## config.mk

```make
export PLATFORM = sky130hd
export DESIGN_NAME = mem_arbiter_flat
export DESIGN_NICKNAME = d
export VERILOG_FILES = /design/src/rtl/mem_arbiter_if.sv /design/src/rtl/mem_arbiter.sv /design/src/flat_wrapper.sv
export SDC_FILE = /design/constraint.sdc
export NUM_CORES = 1
export LEC_CHECK = 0
export BUFFER_PORTS_ARGS = -buffer_cell sky130_fd_sc_hd__buf_2
export CAP_MARGIN = 20
export CORE_MARGIN = 4
export CORE_UTILIZATION = 40
export CTS_BUF_LIST = sky130_fd_sc_hd__clkbuf_4 sky130_fd_sc_hd__clkbuf_8
export DETAILED_ROUTE_END_ITERATION = 10
export PLACE_DENSITY = 0.73
export SYNTH_ARGS = -nofsm -noshare
export SYNTH_HDL_FRONTEND = slang
export SYNTH_SLANG_ARGS = --single-unit
export TNS_END_PERCENT = 50
```

## constraint.sdc

```tcl
create_clock -name clk -period 3.04 [get_ports clk]
set_input_delay 0.608 -clock clk [delete_from_list [all_inputs] [get_ports clk]]
set_output_delay 0.608 -clock clk [all_outputs]
set_load 0.02 [all_outputs]
```

## src/rtl/mem_arbiter_if.sv

```systemverilog
// Requester and RAM-side bundle for mem_arbiter. NREQ follows MEM_ARB_LOADER_EN
// (3 with the boot loader, else 2); slot i of addr/wdata sits at [i*W +: W].
interface mem_arbiter_if #(
`ifdef MEM_ARB_LOADER_EN
    parameter int NREQ   = 3,
`else
    parameter int NREQ   = 2,
`endif
    parameter int ADDR_W = 9,
    parameter int DATA_W = 32
);
    logic [NREQ-1:0]        req;
    logic [NREQ-1:0]        we;
    logic [NREQ*ADDR_W-1:0] addr;
    logic [NREQ*DATA_W-1:0] wdata;
    logic [NREQ-1:0]        gnt;
    logic [NREQ-1:0]        done;
    logic [DATA_W-1:0]      rdata;
    logic                   busy;
    logic                   ram_enable;
    logic                   ram_read;
    logic                   ram_write;
    logic [ADDR_W-1:0]      ram_addr;
    logic [DATA_W-1:0]      ram_din;
    logic [DATA_W-1:0]      ram_dout;

    // slave: the arbiter itself; master: requesters plus the RAM
    modport slave (
        input  req, we, addr, wdata, ram_dout,
        output gnt, done, rdata, busy,
        output ram_enable, ram_read, ram_write, ram_addr, ram_din
    );

    modport master (
        output req, we, addr, wdata, ram_dout,
        input  gnt, done, rdata, busy,
        input  ram_enable, ram_read, ram_write, ram_addr, ram_din
    );
endinterface

```

## src/rtl/mem_arbiter.sv

```systemverilog
// Round-robin single-port RAM arbiter and access sequencer (CPU, DMA, optional loader).
// Define MEM_ARB_LOADER_EN to add requester 2 (boot loader) with absolute priority.
module mem_arbiter #(
    parameter int ADDR_W = 9,
    parameter int DATA_W = 32,
    parameter int RD_LAT = 1
) (
    input  logic          clk,
    input  logic          reset,
    mem_arbiter_if.slave  bus
);
`ifdef MEM_ARB_LOADER_EN
    localparam int NREQ = 3;
`else
    localparam int NREQ = 2;
`endif
    localparam int IDX_W = $clog2(NREQ);
    localparam logic [IDX_W-1:0] LAST_IDX = IDX_W'(NREQ - 1);

    typedef enum logic [1:0] {IDLE, GRANT, WAIT, DONE} state_t;

    state_t            state_reg, state_next;
    logic [IDX_W-1:0]  winner_reg;
    logic [IDX_W-1:0]  last_winner_reg;
    logic [ADDR_W-1:0] addr_l_reg;
    logic [DATA_W-1:0] wdata_l_reg;
    logic              we_l_reg;
    logic [2:0]        cnt_reg;
    logic [DATA_W-1:0] rdata_reg;

    logic [ADDR_W-1:0] slot_addr  [NREQ];
    logic [DATA_W-1:0] slot_wdata [NREQ];

    logic [IDX_W-1:0]  base;
    logic [IDX_W-1:0]  cand;
    logic [IDX_W-1:0]  pick;
    logic              found;
    logic              any_req;
    logic              rr_update;
    logic              arbitrate;

    for (genvar gi = 0; gi < NREQ; gi++) begin : g_slot
        assign slot_addr[gi]  = bus.addr[gi*ADDR_W +: ADDR_W];
        assign slot_wdata[gi] = bus.wdata[gi*DATA_W +: DATA_W];
    end

`ifdef MEM_ARB_LOADER_EN
    assign rr_update = (winner_reg != LAST_IDX);
`else
    assign rr_update = 1'b1;
`endif

    assign any_req   = |bus.req;
    assign arbitrate = (state_reg == IDLE) || (state_reg == DONE);

    // In DONE the pointer update is still in flight, so search from the current winner
    always_comb begin
        base  = ((state_reg == DONE) && rr_update) ? winner_reg : last_winner_reg;
        pick  = base;
        cand  = '0;
        found = 1'b0;
        for (int k = 1; k <= NREQ; k++) begin
            cand = IDX_W'((int'(base) + k) % NREQ);
            if (!found && bus.req[cand]) begin
                pick  = cand;
                found = 1'b1;
            end
        end
`ifdef MEM_ARB_LOADER_EN
        if (bus.req[NREQ-1]) begin
            pick = LAST_IDX;
        end
`endif
    end

    always_comb begin
        state_next = state_reg;
        case (state_reg)
            IDLE, DONE: state_next = any_req ? GRANT : IDLE;
            GRANT:      state_next = we_l_reg ? DONE : WAIT;
            WAIT:       state_next = (cnt_reg == 3'd1) ? DONE : WAIT;
            default:    state_next = IDLE;
        endcase
    end

    always_comb begin
        bus.gnt        = '0;
        bus.done       = '0;
        bus.busy       = (state_reg != IDLE);
        bus.ram_enable = 1'b0;
        bus.ram_read   = 1'b0;
        bus.ram_write  = 1'b0;
        bus.ram_addr   = addr_l_reg;
        bus.ram_din    = wdata_l_reg;
        bus.rdata      = rdata_reg;
        case (state_reg)
            GRANT: begin
                bus.gnt        = NREQ'(1) << winner_reg;
                bus.ram_enable = 1'b1;
                bus.ram_read   = ~we_l_reg;
                bus.ram_write  = we_l_reg;
            end
            WAIT: begin
                bus.ram_enable = 1'b1;
                bus.ram_read   = 1'b1;
            end
            DONE: bus.done = NREQ'(1) << winner_reg;
            default: ;
        endcase
    end

    always_ff @(posedge clk or posedge reset) begin
        if (reset) begin
            state_reg       <= IDLE;
            winner_reg      <= '0;
            last_winner_reg <= LAST_IDX;
            addr_l_reg      <= '0;
            wdata_l_reg     <= '0;
            we_l_reg        <= 1'b0;
            cnt_reg         <= '0;
            rdata_reg       <= '0;
        end else begin
            state_reg <= state_next;
            if (arbitrate && any_req) begin
                winner_reg  <= pick;
                addr_l_reg  <= slot_addr[pick];
                wdata_l_reg <= slot_wdata[pick];
                we_l_reg    <= bus.we[pick];
            end
            if ((state_reg == DONE) && rr_update) begin
                last_winner_reg <= winner_reg;
            end
            if ((state_reg == GRANT) && !we_l_reg) begin
                cnt_reg <= 3'(RD_LAT);
            end else if (state_reg == WAIT) begin
                cnt_reg <= cnt_reg - 3'd1;
                if (cnt_reg == 3'd1) begin
                    rdata_reg <= bus.ram_dout;
                end
            end
        end
    end
endmodule

```

## src/flat_wrapper.sv

```systemverilog
// flat-port wrapper written by rule: the top's interface ports become plain ports
module mem_arbiter_flat 
#(
    parameter int ADDR_W = 9,
    parameter int DATA_W = 32,
    parameter int RD_LAT = 1
)
  (clk, reset, bus_req, bus_we, bus_addr, bus_wdata, bus_ram_dout, bus_gnt, bus_done, bus_rdata, bus_busy, bus_ram_enable, bus_ram_read, bus_ram_write, bus_ram_addr, bus_ram_din);
  mem_arbiter_if #(.NREQ((2)), .ADDR_W(ADDR_W), .DATA_W(DATA_W)) bus_i ();
  input  logic clk;
  input  logic reset;
  input wire logic [$bits(bus_i.req)-1:0] bus_req;
  input wire logic [$bits(bus_i.we)-1:0] bus_we;
  input wire logic [$bits(bus_i.addr)-1:0] bus_addr;
  input wire logic [$bits(bus_i.wdata)-1:0] bus_wdata;
  input wire logic [$bits(bus_i.ram_dout)-1:0] bus_ram_dout;
  output wire logic [$bits(bus_i.gnt)-1:0] bus_gnt;
  output wire logic [$bits(bus_i.done)-1:0] bus_done;
  output wire logic [$bits(bus_i.rdata)-1:0] bus_rdata;
  output wire logic [$bits(bus_i.busy)-1:0] bus_busy;
  output wire logic [$bits(bus_i.ram_enable)-1:0] bus_ram_enable;
  output wire logic [$bits(bus_i.ram_read)-1:0] bus_ram_read;
  output wire logic [$bits(bus_i.ram_write)-1:0] bus_ram_write;
  output wire logic [$bits(bus_i.ram_addr)-1:0] bus_ram_addr;
  output wire logic [$bits(bus_i.ram_din)-1:0] bus_ram_din;
  assign bus_i.req = bus_req;
  assign bus_i.we = bus_we;
  assign bus_i.addr = bus_addr;
  assign bus_i.wdata = bus_wdata;
  assign bus_i.ram_dout = bus_ram_dout;
  assign bus_gnt = bus_i.gnt;
  assign bus_done = bus_i.done;
  assign bus_rdata = bus_i.rdata;
  assign bus_busy = bus_i.busy;
  assign bus_ram_enable = bus_i.ram_enable;
  assign bus_ram_read = bus_i.ram_read;
  assign bus_ram_write = bus_i.ram_write;
  assign bus_ram_addr = bus_i.ram_addr;
  assign bus_ram_din = bus_i.ram_din;
  mem_arbiter #(.ADDR_W(ADDR_W), .DATA_W(DATA_W), .RD_LAT(RD_LAT)) u_core (.clk(clk), .reset(reset), .bus(bus_i));
endmodule
```

==> results.py, run 1 <==
metrics = {
    "grt": {
        "grtUsageTotal": 0.190,
        "grt_pass1_vias": 4173,
        "grt_first_pass_wirelength_um": 20500,
        "grt_start_max_net_pins": 82,
        "antenna_found_initial": 0,
        "grt_overflow": 0,
    },
    "cts": {
        "cts_setup_buffers": 0,
        "clock_sinks": 81,
        "htreeDepth": 3,
        "cts_max_path_buffers": 2,
        "cts_made_buffers": 9,
        "cts_tree": "yes",
        "cts.repair.resized": 0,
        "cts_hold_buf": 0,
        "clk_latency_ns": 0.35,
        "root_buffer": "clkbuf_8",
        "clk_pin_slew_ns": 0.09,
    },
    "critical_path": {
        "startpoint_type": "flip-flop",
        "crit_fanout": 16,
        "path_class": "reg2out",
        "worst-path-buf-inv": 3,
        "cp.arrival_ns": 2.06,
        "slowest_delay_ns": 0.63,
        "cp_cell_sequence": "inv_1 > ha_1 > inv_2 > nor2_1 > buf_2",
        "crit_family": "adder cells",
        "worst_path_max_delay_cell": "ha_1",
        "critPathCaptureType": "output pin",
        "critPathRequiredTime_ns": 2.43,
    },
    "finish": {
        "area_growth_pct": 27.2,
        "mostFrequentLayoutCell": "buf_2",
        "drive_gt1_frac": 0.489,
        "fin_nets": 732,
        "mostFrequentLayoutCells": "buf_2 (200), dfrtp_1 (80), nor2b_1 (37)",
        "fin_area_sq_um": 5990,
        "antenna_cells": 0,
        "finalNonFillerCells": 754,
    },
    "synth": {
        "synth_ff_type": "dfrtp_1",
        "synth_edf_count": 0,
        "yosys.area_share.simple": 0.161,
        "yosys.area_share.xor_xnor": 0.00372,
        "syn-cell-area_sq_um": 4710,
        "syn-num-nets": 555,
        "yosys_warnings": 0,
        "synth_top_family_by_area": "compound AO/OA/AOI/OAI gates",
        "synth-async-reset-ratio": 1.00,
        "synth_adder_area_share": 0.0159,
        "synthDistinctLibCells": 37,
        "syn_inst": 429,
        "synth_compound_area_frac": 0.199,
        "ys_seq_area_frac": 0.430,
        "synthMuxAreaShare": 0.132,
        "syn_area_per_cell_sq_um": 11.0,
        "ys_seq_elements": 81,
    },
    "timing": {
        "post-route-period-util": 0.876,
        "slew_headroom": 0.549,
        "fmax_mhz": 375,
        "report.final.slew_viol_count": 0,
        "tns_ns": 0,
        "setup_viol": 0,
        "hold_viol_final": 0,
        "grt_setup_unrepaired": "no",
        "finClkSkew_ns": 0.0163,
        "tightest_slew_ns": 0.676,
        "period_needed_ns": 2.66,
        "fin_ws_ns": 0.377,
    },
    "pwr": {
        "p_total_mw": 7.10,
        "ir_drop_v": 0.000598,
        "leakagePower_nw": 2.70,
        "power.density_cell_area_nw_per_um2": 1190,
    },
    "route": {
        "vias": 4209,
        "drc": 0,
        "drt_iter0_markers": 249,
        "firstDrtPassIters": 4,
        "wl_per_cell_um": 18.0,
        "ant_nets": 0,
        "avgViaCountPerCell": 5.58,
        "wl_um": 13600,
    },
    "floorplan": {
        "die_w_um": 117,
        "die_h_um": 117,
        "die_area_sq_um": 13600,
        "start_util": 0.411,
        "ios": 201,
        "core-area_sq_um": 11500,
        "num_rows": 39,
    },
    "placement": {
        "dp_slack_ns": 0.643,
        "placed_cell_area_sq_um": 5760,
        "numPortBuffers": 200,
        "hpwl_um": 9440,
        "gp_congestion": 0.798,
        "place_inst": 738,
    },
    "status": {
        "status": "finished, final reports clean",
    },
    "min_path": {
        "hp-class": "in2async",
    },
    "flow_run": {
        "maxCapViolCount": 0,
    },
}
-- report_power, final --
group	leakage [nW]	switching [mW]	internal (mW)
clock network	0.114	0.391	0.506
registers	0.943	0.343	1.66
logic	1.64	2.44	1.76
total	2.70	3.17	3.93
-- tightest hold or removal path, stage by stage --
cell and delay [ns]:
buf_2 0.10, clkinv_2 0.05, buf_12 0.36
-- cells by family (layout without fill, tap and decap cells) --
| kind of cell | after synthesis | count (layout) |
|---|---|---|
| buf+inv | 54 | 236 |
| mux | 57 | 57 |
| compound gates | 105 | 105 |
| xor+xnor | 2 | 2 |
| fa+ha+maj | 6 | 6 |
| simple gates | 124 | 124 |
| flops | 81 | 81 |
-- per-stage QoR --
| stage | utilization | hold WS (ns) |
|---|---|---|
| floorplan | - | 0.496 |
| global placement | 0.503 | 0.463 |
| detailed placement | 0.503 | 0.469 |
| CTS | 0.523 | 0.352 |
| global route | 0.523 | 0.368 |
| finish | 0.523 | 0.349 |
-- routing by layer --
layer / track usage / up-vias / part of all wire
met5: 0 / - / 0
met4: 0.0696 / 0 / 0.015
met3: 0.0332 / 16 / 0.086
met2: 0.326 / 192 / 0.48
met1: 0.241 / 2035 / 0.42
li1: - / 1966 / -
-- cells in the mapped netlist, types with 6 or more instances --
library cell	number	share of area
a2111oi_2	8	0.025
a221oi_1	6	0.011
buf_1	6	0.0048
buf_2	12	0.013
clkbuf_1	17	0.014
dfrtp_1	80	0.42
ha_1	6	0.016
inv_1	10	0.0080
mux2_2	30	0.072
mux2i_1	23	0.049
nand2b_1	17	0.023
nor2_1	13	0.010
nor2b_1	37	0.049
nor3_1	17	0.018
nor3b_1	34	0.054
o21ai_0	17	0.018
o221a_2	28	0.067
o22a_1	11	0.020
o22ai_1	20	0.027
o32a_1	11	0.023
-- worst paths after layout --
check / cells after the start / from / to / slack, ns
max in group asynchronous: 3 / reset / u_core.last_winner_reg / 2.34
min reg2reg: 1 / u_core.bus.rdata[6] / u_core.bus.rdata[6] / 0.48
min in group clk: 1 / u_core.bus.rdata[6] / u_core.bus.rdata[6] / 0.48
max: 5 / u_core.state_reg[0] / bus_ram_read / 0.38
max reg2reg: 6 / u_core.state_reg[0] / u_core.bus.ram_addr[7] / 0.64
min: 3 / reset / u_core.bus.ram_din[31] / 0.35
-- area by class of cell --
class                           instances  area (sq um)
Sequential cell                        81          2030
Tap cell                              143           179
Inverter                               11          47.5
Timing Repair Buffer                  209          1090
Fill cell                            1012          5470
Multi-Input combinational cell        294          2420
Clock inverter                          4          76.3
Clock buffer                           12           153
No activity file was read; power rests on OpenSTA's default activity.
==> run 2, diff against run 1 <==
Clock period 3.04 ns to 3.3 ns, I/O delays scaled along.
==> run 2 against run 1 <==
  * Final area down 0.58%
  * Count of clock-buffer cells in the layout decreased by 3
  * Utilization decreased by 0.31 points
  * Non-clock buffer count decreased by 1
  * Clock skew is 0.0047 ns lower
==> results.py, run 2 (synthesis results as in run 1) <==
metrics = {
    "status": {
        "status": "finished, final reports clean",
    },
    "critical_path": {
        "cp.arrival_ns": 1.85,
        "crit_fanout": 21,
        "critPathCaptureType": "output pin",
        "startpoint_type": "flip-flop",
        "path_class": "reg2out",
        "critPathRequiredTime_ns": 2.64,
    },
    "timing": {
        "slew_headroom": 0.492,
        "hold_viol_final": 0,
        "tightest_slew_ns": 0.746,
        "fmax_mhz": 398,
        "finClkSkew_ns": 0.0116,
        "setup_viol": 0,
        "post-route-period-util": 0.762,
        "grt_setup_unrepaired": "no",
        "report.final.slew_viol_count": 0,
        "tns_ns": 0,
        "period_needed_ns": 2.51,
    },
    "floorplan": {
        "num_rows": 39,
        "die_w_um": 117,
        "core-area_sq_um": 11500,
        "die_h_um": 117,
        "start_util": 0.411,
        "die_area_sq_um": 13600,
        "ios": 201,
    },
    "route": {
        "wl_per_cell_um": 17.8,
        "drc": 0,
        "vias": 4135,
        "wl_um": 13400,
        "ant_nets": 0,
        "firstDrtPassIters": 4,
        "drt_iter0_markers": 262,
        "avgViaCountPerCell": 5.49,
    },
    "finish": {
        "fillers": 1040,
        "mostFrequentLayoutCells": "buf_2 (200), dfrtp_1 (80), nor2b_1 (37)",
        "register_area_sq_um": 2030,
        "antenna_cells": 0,
        "area_growth_pct": 26.4,
        "mostFrequentLayoutCell": "buf_2",
        "fin_nets": 731,
        "drive_gt1_frac": 0.489,
        "multi_input_area_sq_um": 2420,
        "utilization": 0.520,
    },
    "cts": {
        "cts_max_path_buffers": 2,
        "cts_tree": "yes",
        "cts_setup_buffers": 0,
        "root_buffer": "clkbuf_8",
        "clk_pin_slew_ns": 0.09,
        "cts_made_buffers": 9,
        "htreeDepth": 3,
        "clock_sinks": 81,
        "cts.repair.resized": 0,
        "clk_latency_ns": 0.35,
        "cts_hold_buf": 0,
    },
    "placement": {
        "gp_congestion": 0.803,
        "hpwl_um": 9580,
        "numPortBuffers": 200,
    },
    "grt": {
        "antenna_found_initial": 0,
        "grt_start_max_net_pins": 60,
        "grtUsageTotal": 0.190,
        "grt_use_met2": 0.324,
        "grt_overflow": 0,
        "grt_use_met1": 0.243,
        "use_met3": 0.0430,
        "grt_pass1_vias": 4055,
        "top_usage_layer": "met2",
        "grt_first_pass_wirelength_um": 20400,
    },
    "min_path": {
        "hp-class": "in2async",
    },
    "pwr": {
        "leakagePower_nw": 2.69,
        "ir_drop_v": 0.000537,
        "power.density_cell_area_nw_per_um2": 1090,
    },
    "flow_run": {
        "maxCapViolCount": 0,
    },
}
[run 2: changes by cell type in the layout (fill, tap and decap cells not counted), sizes merged]
cell | previous run | this run
clkbuf | 12 | 9
clkinv | 2 | 4
inv | 10 | 12
buf | 209 | 208
clkinvlp | 1 | 0
[run 2: path summary, 6_finish.rpt]
check | startpoint | endpoint | slack [ns] | cells after the start
setup / recovery | u_core.state_reg[1] | bus_ram_read | 0.79 | 6
hold / removal | reset | u_core.bus.rdata[22] | 0.26 | 2
setup reg to reg | u_core.state_reg[1] | u_core.we_l_reg | 1.01 | 5
hold reg to reg | u_core.bus.rdata[5] | u_core.bus.rdata[5] | 0.48 | 1
max in group asynchronous | reset | u_core.last_winner_reg | 2.23 | 3
min in group clk | u_core.bus.rdata[5] | u_core.bus.rdata[5] | 0.48 | 1
[run 2: layer usage]
| layer | wire, um | vias to the layer above |
|---|---|---|
| li1 | - | 1963 |
| met1 | 5750 | 2000 |
| met2 | 6430 | 157 |
| met3 | 1060 | 15 |
| met4 | 144 | 0 |
| met5 | 0 | - |
[run 2: through the flow]
stage               setup slack [ns]  total power [mW]  hold slack (ns)  cell area [sq um]  instances
floorplan                      0.562              4.67            0.496               4710        429
global placement                1.05              5.58            0.462               5730        737
detailed placement             0.938              5.71            0.471               5730        737
CTS                            0.731              6.56            0.262               5960        753
global route                   0.622              6.94            0.269               5960        753
finish                         0.786              6.48            0.262               5960        753
[run 2: power by group]
group	switching [mW]	total (mW)	internal [mW]	leakage, nW
Sequential	0.313	1.85	1.53	0.943
Combinational	2.20	3.80	1.59	1.63
Clock	0.402	0.837	0.436	0.116
[run 2: critical path, stage by stage (launching register included)]
cell	delay (ns)
dfrtp_1	0.38
inv_1	0.07
ha_1	0.39
buf_4	0.31
inv_2	0.06
nor2_1	0.10
buf_2	0.18
[run 2: area by class of cell]
type                    count  share of cell area
flip-flops and latches     81               0.340
clock inverters             7              0.0172
multi-input cells         294               0.406
clock buffers               9              0.0208
repair buffers            208               0.178
inverters                  11             0.00798
well taps                 143              0.0300
